==> src/rtl/branch_unit_pkg.sv <==
// Shared encodings and types for the branch unit: op/condition codes,
// PC-source selects, BHT reset state and the NZCV flag bundle.
package branch_unit_pkg;

  localparam logic [2:0] BCOND_OP_NONE   = 3'd0;
  localparam logic [2:0] BCOND_OP_BRANCH = 3'd1;
  localparam logic [2:0] BCOND_OP_ALU    = 3'd2;
  localparam logic [2:0] BCOND_OP_NOINC  = 3'd3;
  localparam logic [2:0] BCOND_OP_ZERO   = 3'd4;
  localparam logic [2:0] BCOND_OP_NZERO  = 3'd5;
  localparam logic [2:0] BCOND_OP_COND   = 3'd6;

  localparam logic [4:0] BCOND_EQ = 5'd0;
  localparam logic [4:0] BCOND_NE = 5'd1;
  localparam logic [4:0] BCOND_CS = 5'd2;
  localparam logic [4:0] BCOND_CC = 5'd3;
  localparam logic [4:0] BCOND_MI = 5'd4;
  localparam logic [4:0] BCOND_PL = 5'd5;
  localparam logic [4:0] BCOND_VS = 5'd6;
  localparam logic [4:0] BCOND_VC = 5'd7;
  localparam logic [4:0] BCOND_HI = 5'd8;
  localparam logic [4:0] BCOND_LS = 5'd9;
  localparam logic [4:0] BCOND_GE = 5'd10;
  localparam logic [4:0] BCOND_LT = 5'd11;
  localparam logic [4:0] BCOND_GT = 5'd12;
  localparam logic [4:0] BCOND_LE = 5'd13;
  localparam logic [4:0] BCOND_AL = 5'd14;
  localparam logic [4:0] BCOND_NV = 5'd15;

  localparam logic [1:0] BRANCH_SRC_INC    = 2'b00;
  localparam logic [1:0] BRANCH_SRC_TARGET = 2'b01;
  localparam logic [1:0] BRANCH_SRC_ALU    = 2'b10;
  localparam logic [1:0] BRANCH_SRC_HOLD   = 2'b11;

  localparam logic [1:0] BHT_RESET_STATE = 2'b01;

  typedef struct packed {
    logic n;
    logic z;
    logic c;
    logic v;
  } nzcv_t;

  // 2-bit saturating up/down step for the history counters.
  function automatic logic [1:0] sat_step(input logic [1:0] cnt, input logic up);
    logic [1:0] nxt;
    nxt = cnt;
    if (up && cnt != 2'b11)       nxt = cnt + 2'b01;
    else if (!up && cnt != 2'b00) nxt = cnt - 2'b01;
    return nxt;
  endfunction

endpackage

==> src/rtl/branch_cond_eval.sv <==
// Combinational condition-code evaluator: 5-bit condition plus NZCV gives
// a single "condition holds" bit. Undefined codes never hold.
module branch_cond_eval
  import branch_unit_pkg::*;
(
  input  logic [4:0] cond,
  input  nzcv_t      flags,
  output logic       holds
);

  always_comb begin
    holds = 1'b0;
    case (cond)
      BCOND_EQ: holds = flags.z;
      BCOND_NE: holds = !flags.z;
      BCOND_CS: holds = flags.c;
      BCOND_CC: holds = !flags.c;
      BCOND_MI: holds = flags.n;
      BCOND_PL: holds = !flags.n;
      BCOND_VS: holds = flags.v;
      BCOND_VC: holds = !flags.v;
      BCOND_HI: holds = flags.c && !flags.z;
      BCOND_LS: holds = !flags.c || flags.z;
      BCOND_GE: holds = (flags.n == flags.v);
      BCOND_LT: holds = (flags.n != flags.v);
      BCOND_GT: holds = !flags.z && (flags.n == flags.v);
      BCOND_LE: holds = flags.z || (flags.n != flags.v);
      BCOND_AL: holds = 1'b1;
      default:  holds = 1'b0;
    endcase
  end

endmodule

==> src/rtl/branch_unit.sv <==
// Branch resolution at the EX/MEM boundary: NZCV register, PC-source select,
// bimodal history table with lookup/update ports, mispredict statistics.
module branch_unit
  import branch_unit_pkg::*;
#(
  parameter int PC_WIDTH     = 64,
  parameter int BHT_IDX_BITS = 6,
  parameter int CNT_WIDTH    = 32
) (
  input  logic                 clk,
  input  logic                 reset_n,
  input  logic [PC_WIDTH-1:0]  lookup_pc,
  output logic                 pred_taken,
  input  logic                 valid,
  input  logic                 stall,
  input  logic [PC_WIDTH-1:0]  pc,
  input  logic [2:0]           branch_op,
  input  logic [4:0]           conditional_branch,
  input  logic                 predicted,
  input  logic                 set_flags,
  input  logic                 zero,
  input  logic                 negative,
  input  logic                 overflow,
  input  logic                 carry,
  output logic [1:0]           branch_src,
  output logic                 mispredict,
  output logic [3:0]           flags,
  output logic [CNT_WIDTH-1:0] branch_count,
  output logic [CNT_WIDTH-1:0] mispredict_count
);

  localparam int BHT_ENTRIES = 1 << BHT_IDX_BITS;
  localparam logic [CNT_WIDTH-1:0] CNT_MAX = '1;

  nzcv_t alu_flags, eff_flags, flags_q, flags_d;
  logic  cond_holds, eligible, taken, upd;
  logic [BHT_IDX_BITS-1:0] lookup_idx, upd_idx;
  logic [1:0] bht_q [BHT_ENTRIES];
  logic [1:0] bht_d [BHT_ENTRIES];
  logic [CNT_WIDTH-1:0] branch_count_q, branch_count_d;
  logic [CNT_WIDTH-1:0] mispredict_count_q, mispredict_count_d;
  logic pc_unused;

  assign alu_flags = '{n: negative, z: zero, c: carry, v: overflow};
  // Same-cycle bypass so a flag-setting op can feed its own conditional branch.
  assign eff_flags = (valid && set_flags) ? alu_flags : flags_q;

  branch_cond_eval u_cond (
    .cond  (conditional_branch),
    .flags (eff_flags),
    .holds (cond_holds)
  );

  always_comb begin
    branch_src = BRANCH_SRC_INC;
    if (valid) begin
      case (branch_op)
        BCOND_OP_BRANCH: branch_src = BRANCH_SRC_TARGET;
        BCOND_OP_ALU:    branch_src = BRANCH_SRC_ALU;
        BCOND_OP_NOINC:  branch_src = BRANCH_SRC_HOLD;
        BCOND_OP_ZERO:   branch_src = zero  ? BRANCH_SRC_TARGET : BRANCH_SRC_INC;
        BCOND_OP_NZERO:  branch_src = !zero ? BRANCH_SRC_TARGET : BRANCH_SRC_INC;
        BCOND_OP_COND:   branch_src = cond_holds ? BRANCH_SRC_TARGET : BRANCH_SRC_INC;
        default:         branch_src = BRANCH_SRC_INC;
      endcase
    end
  end

  assign eligible   = valid && (branch_op == BCOND_OP_ZERO || branch_op == BCOND_OP_NZERO ||
                                branch_op == BCOND_OP_COND);
  assign taken      = (branch_src == BRANCH_SRC_TARGET);
  assign mispredict = eligible && (taken != predicted);
  assign upd        = eligible && !stall;

  assign lookup_idx = lookup_pc[BHT_IDX_BITS+1:2];
  assign upd_idx    = pc[BHT_IDX_BITS+1:2];
  // Reads the registered table: a same-index update is not visible until next cycle.
  assign pred_taken = bht_q[lookup_idx][1];
  assign pc_unused  = ^{lookup_pc[PC_WIDTH-1:BHT_IDX_BITS+2], lookup_pc[1:0],
                        pc[PC_WIDTH-1:BHT_IDX_BITS+2], pc[1:0]};

  always_comb begin
    flags_d            = flags_q;
    branch_count_d     = branch_count_q;
    mispredict_count_d = mispredict_count_q;
    for (int i = 0; i < BHT_ENTRIES; i++) bht_d[i] = bht_q[i];
    if (valid && set_flags && !stall) flags_d = alu_flags;
    if (upd) begin
      bht_d[upd_idx] = sat_step(bht_q[upd_idx], taken);
      if (branch_count_q != CNT_MAX) branch_count_d = branch_count_q + CNT_WIDTH'(1);
      if (mispredict && mispredict_count_q != CNT_MAX)
        mispredict_count_d = mispredict_count_q + CNT_WIDTH'(1);
    end
  end

  always_ff @(posedge clk) begin
    if (!reset_n) begin
      flags_q            <= '0;
      branch_count_q     <= '0;
      mispredict_count_q <= '0;
      for (int i = 0; i < BHT_ENTRIES; i++) bht_q[i] <= BHT_RESET_STATE;
    end else begin
      flags_q            <= flags_d;
      branch_count_q     <= branch_count_d;
      mispredict_count_q <= mispredict_count_d;
      for (int i = 0; i < BHT_ENTRIES; i++) bht_q[i] <= bht_d[i];
    end
  end

  assign flags            = flags_q;
  assign branch_count     = branch_count_q;
  assign mispredict_count = mispredict_count_q;

endmodule

==> config.mk <==
export PLATFORM = sky130hd
export DESIGN_NAME = branch_unit
export DESIGN_NICKNAME = d
export VERILOG_FILES = /design/src/rtl/branch_unit_pkg.sv /design/src/rtl/branch_cond_eval.sv /design/src/rtl/branch_unit.sv
export SDC_FILE = /design/constraint.sdc
export NUM_CORES = 1
export LEC_CHECK = 0
export CAP_MARGIN = 20
export CORE_MARGIN = 1
export CORE_UTILIZATION = 52
export DETAILED_ROUTE_END_ITERATION = 7
export PLACE_DENSITY = 0.85
export REMOVE_ABC_BUFFERS = 1
export SYNTH_ARGS = -nofsm -noshare
export SYNTH_HDL_FRONTEND = slang
export SYNTH_SLANG_ARGS = --single-unit
==> constraint.sdc <==
create_clock -name clk -period 4.85 [get_ports clk]
set_clock_uncertainty 0.15 [all_clocks]
set_input_delay 0.7275 -clock clk [delete_from_list [all_inputs] [get_ports clk]]
set_output_delay 0.7275 -clock clk [all_outputs]
set_load 0.05 [all_outputs]
Word-level counts from Yosys, hierarchy flattened
Memories as Yosys holds them, arrays and structs flattened.
Index checks and enable logic that the tools add are counted.
{"block": "totals", "memories": 1, "ramBits": 128, "reg_bits": 68}
{"name": "bht_q", "words": 64, "width": 2, "rd": 66, "rd_ports_with_merged_regs": 0, "write_ports": 64, "line": "branch_unit.sv:38", "rtl": "logic [1:0] bht_q [BHT_ENTRIES];"}
{"block": "classes", "n_bitwise": 65, "n_lt_le_gt_ge": 2, "reduce_logical": 25, "eq_ne": 27, "muxes": 80, "n_addsub": 4}
{"cell": "2-bit two-way mux", "count": 69}
{"cell": "128-bit bitwise mux", "count": 1}
{"cell": "128-bit two-way mux", "count": 1}
{"cell": "32-bit by 1-bit adder with 32-bit output, second input constant", "count": 2}
{"cell": "32-bit != test, second input constant", "count": 2}
{"cell": "1-bit bitwise OR", "count": 64}
{"cell": "5-bit by 4-bit == test with 1-bit output, second input constant", "count": 7}
{"cell": "5-bit by 3-bit == test with 1-bit output, second input constant", "count": 4}
{"cell": "1-bit case mux with 15 select lines", "count": 1}
{"cell": "2-bit demux with 6-bit select", "count": 1}
{"cell": "2-bit case mux with 6 select lines", "count": 1}
{"cell": "1-bit logical AND", "count": 11}
{"cell": "5-bit by 2-bit == test with 1-bit output, second input constant", "count": 2}
{"cell": "3-bit == test, second input constant", "count": 3}
{"cell": "7-bit greater-or-equal comparator, second input constant", "count": 1}
{"cell": "7-bit by 1-bit < comparator with 1-bit output, second input constant", "count": 1}
{"cell": "6-bit NOT with 7-bit output", "count": 1}
{"cell": "3-bit by 2-bit == test with 1-bit output, second input constant", "count": 2}
{"cell": "1-bit logical NOT", "count": 6}
{"cell": "5-bit by 1-bit == test with 1-bit output, second input constant", "count": 1}
{"cell": "5-bit logical NOT", "count": 1}
{"cell": "1-bit two-way mux", "count": 5}
{"cell": "1-bit logical OR", "count": 4}
{"cell": "4-bit two-way mux", "count": 1}
{"cell": "9 further kinds", "count": 11}

Logic depth before layout (Yosys ltp)
Gate-level depths: netlist of run 1.
{"block": "depth", "depth_word": 17, "ltp_mapped": 19, "mapped_depth_nobuf": 14}

Modules after synthesis
Synthesis of run 1 repeated with hierarchy kept, for this count alone.
{"block": "unflattened", "cells_unflattened": 1179, "area_unflattened_um2": 10127.2}
{"mod": "branch_unit", "instances": 1, "seq_area_each_um2": 3923.8, "area_per_inst_um2": 9970.8, "cells_each": 1158}
{"mod": "branch_cond_eval", "instances": 1, "seq_area_each_um2": 0.0, "area_per_inst_um2": 156.4, "cells_each": 21}

Least setup slack after synthesis of run 1
OpenSTA, ideal clock, no wires.
{"block": "synth_path", "path_kind": "input-to-reg", "from": "in pc[2]", "to": "mem bht_q[25][1]", "setup_time_ps": 86, "path_slack_ps": 421, "arrival_time_ps": 4194, "required_ps": 4614, "stages": 17, "path_cell_list": "buf_6 -> buf_12 -> buf_8 -> buf_8 -> mux4_1 -> mux2i_1 -> o22ai_1 -> or4_4 -> inv_1 -> ha_1 -> nor2_1 -> nand2_1 -> or4b_2 -> o211ai_1 -> a21oi_4 -> buf_6 -> a211oi_1"}
{"element": "start, declared", "line": "branch_unit.sv:16", "rtl": "input logic [PC_WIDTH-1:0] pc,"}
{"element": "end, declared", "line": "branch_unit.sv:38"}

==> results of run 1 <==
==> through the flow <==
step | total power, W | hold WS [ns] | std cells
floorplan | 0.00187 | 0.280 | 1131
global placement | 0.00219 | 0.293 | 1560
detailed placement | 0.00219 | 0.304 | 1560
CTS | 0.00360 | 0.320 | 1592
global route | 0.00371 | 0.348 | 1592
finish | 0.00360 | 0.316 | 1592
==> routing by layer <==
layer	global-route usage, %	up-vias
met5	0	-
met4	14.0	0
met3	7.21	96
met2	46.3	531
met1	36.2	4658
li1	-	4632
==> cell families (layout without fill, tap and decap cells) <==
logic type	Yosys count	count (layout)
xor gates and xnor gates	35	35
muxes	73	73
adders and majority gates	4	4
AOI/OAI and AO/OA	333	333
and+or+nand+nor	480	480
DFF	196	196
buffers and inverters	92	206
==> worst max-delay path, stage by stage <==
cell and delay, ns:
clkdlybuf4s50_1 0.45, buf_4 0.18, buf_12 0.14, buf_4 0.14, mux4_2 0.32, a32oi_1 0.23, o2111ai_1 0.21, nor4b_2 0.46
ha_1 0.32, nor2_1 0.15, nand2_1 0.07, or4b_2 0.62, o211ai_1 0.17, a21oi_4 0.21, buf_4 0.25, a21oi_1 0.16
==> final cells by class <==
type / instances / area [sq um] / share of cell area, %
Clock inverter: 13 / 146 / 1.18
Tap cell: 265 / 332 / 2.67
Clock buffer: 19 / 443 / 3.57
Sequential cell: 196 / 3920 / 31.6
Timing Repair Buffer: 164 / 1600 / 12.9
Inverter: 10 / 37.5 / 0.303
Multi-Input combinational cell: 925 / 5920 / 47.7
==> worst min path at each step <==
stage                  from      endpoint  slack, ns  cells after the start
2_1_floorplan   bht_q[1][0]   bht_q[1][0]       0.28                      2
5_1_grt        bht_q[14][0]  bht_q[14][0]       0.35                      2
3_5_place_dp    bht_q[3][0]   bht_q[3][0]       0.30                      2
6_report        bht_q[1][0]   bht_q[1][0]       0.32                      2
3_3_place_gp   bht_q[23][0]  bht_q[23][0]       0.29                      2
4_1_cts         bht_q[1][0]   bht_q[1][0]       0.32                      2
==> synth_stat cells, drive strengths merged, types with 6 or more instances <==
library cell	n	area share, %
buf	35	2.5
xnor2	9	0.84
a22oi	9	0.66
nand2	176	6.4
nor3	11	0.58
inv	9	0.33
nor2b	9	0.55
and2	15	0.91
nand4	14	0.85
or4	10	0.76
mux2	12	1.3
nand3	29	1.4
and3	18	1.1
o311ai	6	0.51
clkbuf	46	1.7
or3	11	0.67
a211oi	7	0.51
mux2i	22	2.1
dfxtp	196	38
o211ai	39	2.9
and4	10	0.85
nor2	133	4.8
o31ai	9	0.66
o21ai	106	5.1
o22ai	6	0.36
a21oi	118	5.8
mux4	39	8.8
nor4	7	0.42
nand2b	15	0.91
xor2	26	2.2
==> power by group <==
| part | switching (W) | internal (W) | total (W) |
|---|---|---|---|
| registers | 0.00000381 | 0.00161 | 0.00162 |
| clock network | 0.000646 | 0.000784 | 0.00143 |
| logic | 0.000341 | 0.000211 | 0.000553 |
| total | 0.000991 | 0.00261 | 0.00360 |
==> flip-flops by register name, indices dropped and copies added, names as in the netlist <==
register	flops
flags	4
mispredict_count	32
branch_count	32
bht_q	128
==> reports/qor.yml, run 1 <==
status: "completed"
final_area_sq_um: 12400
antenna_found_initial: 0
setup_tns_ns: 0
core-area_sq_um: 19500
drive_gt1_share_pct: 11.9
htreeDepth: 4
worst_pin_slew_ns: 0.999
place.gp.congestion: 0.934
root_buffer: "clkbuf_16"
layout_common_cells: "dfxtp_1, nand2_1, nor2_1"
endpoint: "bht_q[15][1]"
grt_pass1_wl_mm: 46.4
grtUsageTotal_pct: 28.9
relSlewSlack_pct: 32.9
cts_setup_buffers: 0
cts_tree: "built"
die_width_um: 143
utilization_pct: 63.7
drtPass1Iterations: 5
cts_sinks: 196
period_needed_ns: 4.64
synth_compound_area_share_pct: 19.3
hold_buffers: 0
p_leak_nw: 4.45
placementRows: 51
ant_nets: 0
synth_seq_cells: 196
die_height_um: 143
grt_max_degree: 70
hold_viol: 0
dr_total_vias: 9917
rsz0062_at_grt: "false"
cp.required_ns: 5.06
ys_seq_area_share_pct: 38.1
drc_errors: 0
min_path_type: "flip-flop to flip-flop"
period_share_pct: 95.7
slew_violations: 0
clockBufferDepth: 2
viasPerCell: 6.23
r2r_setup_slack_ns: 0.78
worstSetupStartpointType: "primary input"
avgSynthCellArea_sq_um: 8.50
yosys.area_share.simple_pct: 22.2
p_per_area_nw_per_um2: 290
end_kind: "flip-flop"
r2r-end: "bht_q[15][1]"
cp-startpoint: "pc[4]"
met3_length_mm: 2.63
wire_per_inst_um: 18.3
syn_inst: 1213
grt_pass1_vias: 9266
drt_iter0_drc: 989
async_flop_share_pct: 0
cts_made_buffers: 17
fillers: 1555
worstPathArrival_ns: 4.85
portBuffers: 101
num_io_pins: 218
n_antenna_cell: 0
synth_edf_count: 0
ir_drop_v: 0.000250
fmax_mhz: 216
ctsResizeCount: 0
cp_max_fo: 27
placed_cell_area_sq_um: 11800
synth_fa_ha_area_share_pct: 0.485
drv_cap: 0
clk_pin_slew_worst_paths_ns: 0.07
synth_cell_types: 79
wl_met2_mm: 13.7
start_util_pct: 53.0
r2r_start: "bht_q[44][1]"
dp_hpwl_mm: 19.6
grt_remaining_overflow: 0
synth_warnings: 0
synth.cell_area_sq_um: 10300
routed_wl_mm: 29.1
post-place-ws_ns: -0.156
wl_met1_mm: 11.8
setup_viol: 0
area_delta_synth_final_pct: 20.3
final_common_cell: "dfxtp_1"
insertion_delay_ns: 0.43
synthXorXnorAreaFrac_pct: 3.05
synth_ff_type: "dfxtp_1"
critPathKind: "primary input to flip-flop"
highest_layer: "met4"
synth_top_family_by_area: "simple AND/OR/NAND/NOR gates"
muxShareOfSynthArea_pct: 12.3
nets: 1464
reg2reg_depth: 14
layout_setup_ws_ns: 0.210
die_area_sq_um: 20400
(Power assumes the default switching activity.)
==> run 2, diff against run 1 <==
--- a/config.mk
+++ b/config.mk
@@ -9,6 +9,7 @@
 export CORE_MARGIN = 1
 export CORE_UTILIZATION = 52
 export DETAILED_ROUTE_END_ITERATION = 7
+export GPL_TIMING_DRIVEN = 0
 export PLACE_DENSITY = 0.85
 export REMOVE_ABC_BUFFERS = 1
 export SYNTH_ARGS = -nofsm -noshare
==> reports/qor.yml, run 2 (synthesized netlist as in run 1, its figures left out) <==
die_area_sq_um: 20400  # unchanged
critPathKind: "primary input to flip-flop"  # unchanged
grtUsageTotal_pct: 27.9  # was 28.9%
worst_pin_slew_ns: 1.05  # was 0.999 ns
clockBufferDepth: 2  # unchanged
seq_power_share_pct: 44.8  # was 44.9%
drv_cap: 0  # unchanged
layout_common_cells: "dfxtp_1, nand2_1, nor2_1"  # unchanged
min_path_type: "flip-flop to flip-flop"  # unchanged
clk_pin_slew_worst_paths_ns: 0.07  # about the same
period_needed_ns: 4.76  # was 4.64 ns
core-area_sq_um: 19500  # unchanged
combPwrFrac_pct: 15.2  # was 15.4%
start_util_pct: 53.0  # unchanged
dr_total_vias: 9873  # was 9917
cts_tree: "built"  # unchanged
grt_remaining_overflow: 0  # unchanged
relSlewSlack_pct: 29.2  # was 32.9%
n_antenna_cell: 0  # unchanged
slew_violations: 0  # unchanged
p_per_area_nw_per_um2: 296  # was 290 nW/um^2
hold_viol: 0  # unchanged
worstPathCellList: "buf_8, buf_16, mux4_2, and2_1, a211oi_2, a311oi_1, or4_4, inv_1, ha_1, nor2_1, nand2_1, or4b_2, o211ai_1, a21oi_4, buf_12, a211oi_1"  # was clkdlybuf4s50_1, buf_4, buf_12, buf_4, mux4_2, a32oi_1, o2111ai_1, nor4b_2, ha_1, nor2_1, nand2_1, or4b_2, o211ai_1, a21oi_4, buf_4, a21oi_1
antenna_found_initial: 0  # unchanged
cp_max_fo: 39  # was 27
fin_cells: 1548  # was 1592
power_frac_clock_pct: 40.0  # was 39.7%
p_int_w: 0.00258  # was 0.00261 W
setup_viol: 0  # unchanged
switching_power_w: 0.00103  # was 0.000991 W
drc_errors: 0  # unchanged
grt_pass1_wl_mm: 45.2  # was 46.4 mm
fillers: 1550  # was 1555
cp.required_ns: 5.04  # was 5.06 ns
portBuffers: 101  # unchanged
critPathSlowestCell: "or4b_2"  # unchanged
wire_per_inst_um: 18.9  # was 18.3 um
setup_tns_ns: 0  # unchanged
p_leak_nw: 4.32  # was 4.45 nW
root_buffer: "clkbuf_16"  # unchanged
cpPeakStageDelay_ns: 0.65  # was 0.62 ns
end_kind: "flip-flop"  # unchanged
place.gp.congestion: 0.912  # was 0.934
swShare_pct: 28.6  # was 27.5%
dp_hpwl_mm: 18.5  # was 19.6 mm
grt_max_degree: 91  # was 70
die_width_um: 143  # unchanged
placementRows: 51  # unchanged
viasPerCell: 6.38  # was 6.23
htreeDepth: 4  # unchanged
area_delta_synth_final_pct: 18.4  # was 20.3%
post-place-cells: 1505  # was 1560
routed_wl_mm: 29.3  # was 29.1 mm
grt_pass1_vias: 8875  # was 9266
hold_buffers: 0  # unchanged
status: "completed"  # unchanged
worstPathArrival_ns: 4.95  # was 4.85 ns
final_common_cell: "dfxtp_1"  # unchanged
die_height_um: 143  # unchanged
period_share_pct: 98.1  # was 95.7%
drt_iter0_drc: 1309  # was 989
ir_drop_v: 0.000269  # was 0.000250 V
fmax_mhz: 210  # was 216 MHz
num_io_pins: 218  # unchanged
top_register: "bht_q"  # unchanged
cts_sinks: 196  # unchanged
nets: 1420  # was 1464
cts_made_buffers: 17  # unchanged
ant_nets: 0  # unchanged
insertion_delay_ns: 0.44  # was 0.43 ns
drtPass1Iterations: 6  # was 5
rsz0062_at_grt: "false"  # unchanged
largest_reg_flops: 128  # unchanged
drive_gt1_share_pct: 9.35  # was 11.9%
worstSetupStartpointType: "primary input"  # unchanged
==> run 2: cell count changes in the layout (fill, tap and decap cells not counted), moves of 3 or more <==
cell	previous run	this run
clkdlybuf4s50_1	95	90
buf_12	11	3
buf_16	0	6
buf_4	56	6
clkinvlp_4	1	4
dlymetal6s2s_1	0	4
==> run 2: power groups by stage <==
stage	registers, W	logic, W	clock network [W]
CTS	0.00162	0.000461	0.00145
global placement	0.00165	0.000393	0
global route	0.00162	0.000573	0.00152
detailed placement	0.00165	0.000452	0
floorplan	0.00166	0.000215	0
finish	0.00162	0.000550	0.00144
==> run 2: layer usage <==
metal / vias to the layer above / share of wire [%] / global-route usage (%)
li1: 4538 / - / -
met1: 4652 / 40 / 36.7
met2: 576 / 46 / 43.3
met3: 107 / 10 / 6.94
met4: 0 / 3.8 / 12.5
met5: - / 0 / 0
==> run 2: worst paths after layout <==
| check | from | endpoint | slack, ns | cells past startpoint |
|---|---|---|---|---|
| worst max-delay path | pc[2] | bht_q[26][1] | 0.09 | 16 |
| worst min-delay path | bht_q[5][0] | bht_q[5][0] | 0.32 | 2 |
| worst max register to register | bht_q[1][1] | bht_q[26][1] | 0.52 | 15 |
| worst min register to register | bht_q[5][0] | bht_q[5][0] | 0.32 | 2 |
==> run 2: critical path, delay by kind of cell <==
family	cells	cell delay [ns]
buf+inv	4	0.79
simple gates	5	1.66
fa+ha+maj	1	0.23
compound gates	5	0.99
mux	1	0.50
==> run 2: what timing repair did <==
action,4_1_cts,5_1_grt
setup buffers,1,6
cloned,1,3
resized for setup,14,15
endpoints found under the setup margin,131,101
pin swaps,1,4
==> run 2: cell type report <==
| cell class | count | area, sq um | share of cell area, % |
|---|---|---|---|
| Multi-Input combinational cell | 928 | 6010 | 49.2 |
| Sequential cell | 196 | 3920 | 32.1 |
| Timing Repair Buffer | 117 | 1310 | 10.7 |
| Clock buffer | 17 | 425 | 3.49 |
| Tap cell | 265 | 332 | 2.72 |
| Clock inverter | 15 | 168 | 1.37 |
| Inverter | 10 | 43.8 | 0.359 |
==> run 2: stage by stage <==
stage	total power [W]	instance area, sq um	hold slack [ns]	util, %	setup WS [ns]
finish	0.00361	12200	0.318	62.7	0.0940
floorplan	0.00187	9870	0.280	-	0.0739
CTS	0.00352	12100	0.318	61.9	0.0205
detailed placement	0.00210	11400	0.302	58.6	-1.10
global route	0.00371	12200	0.335	62.7	0.00283
global placement	0.00205	11200	0.291	57.6	-4.01
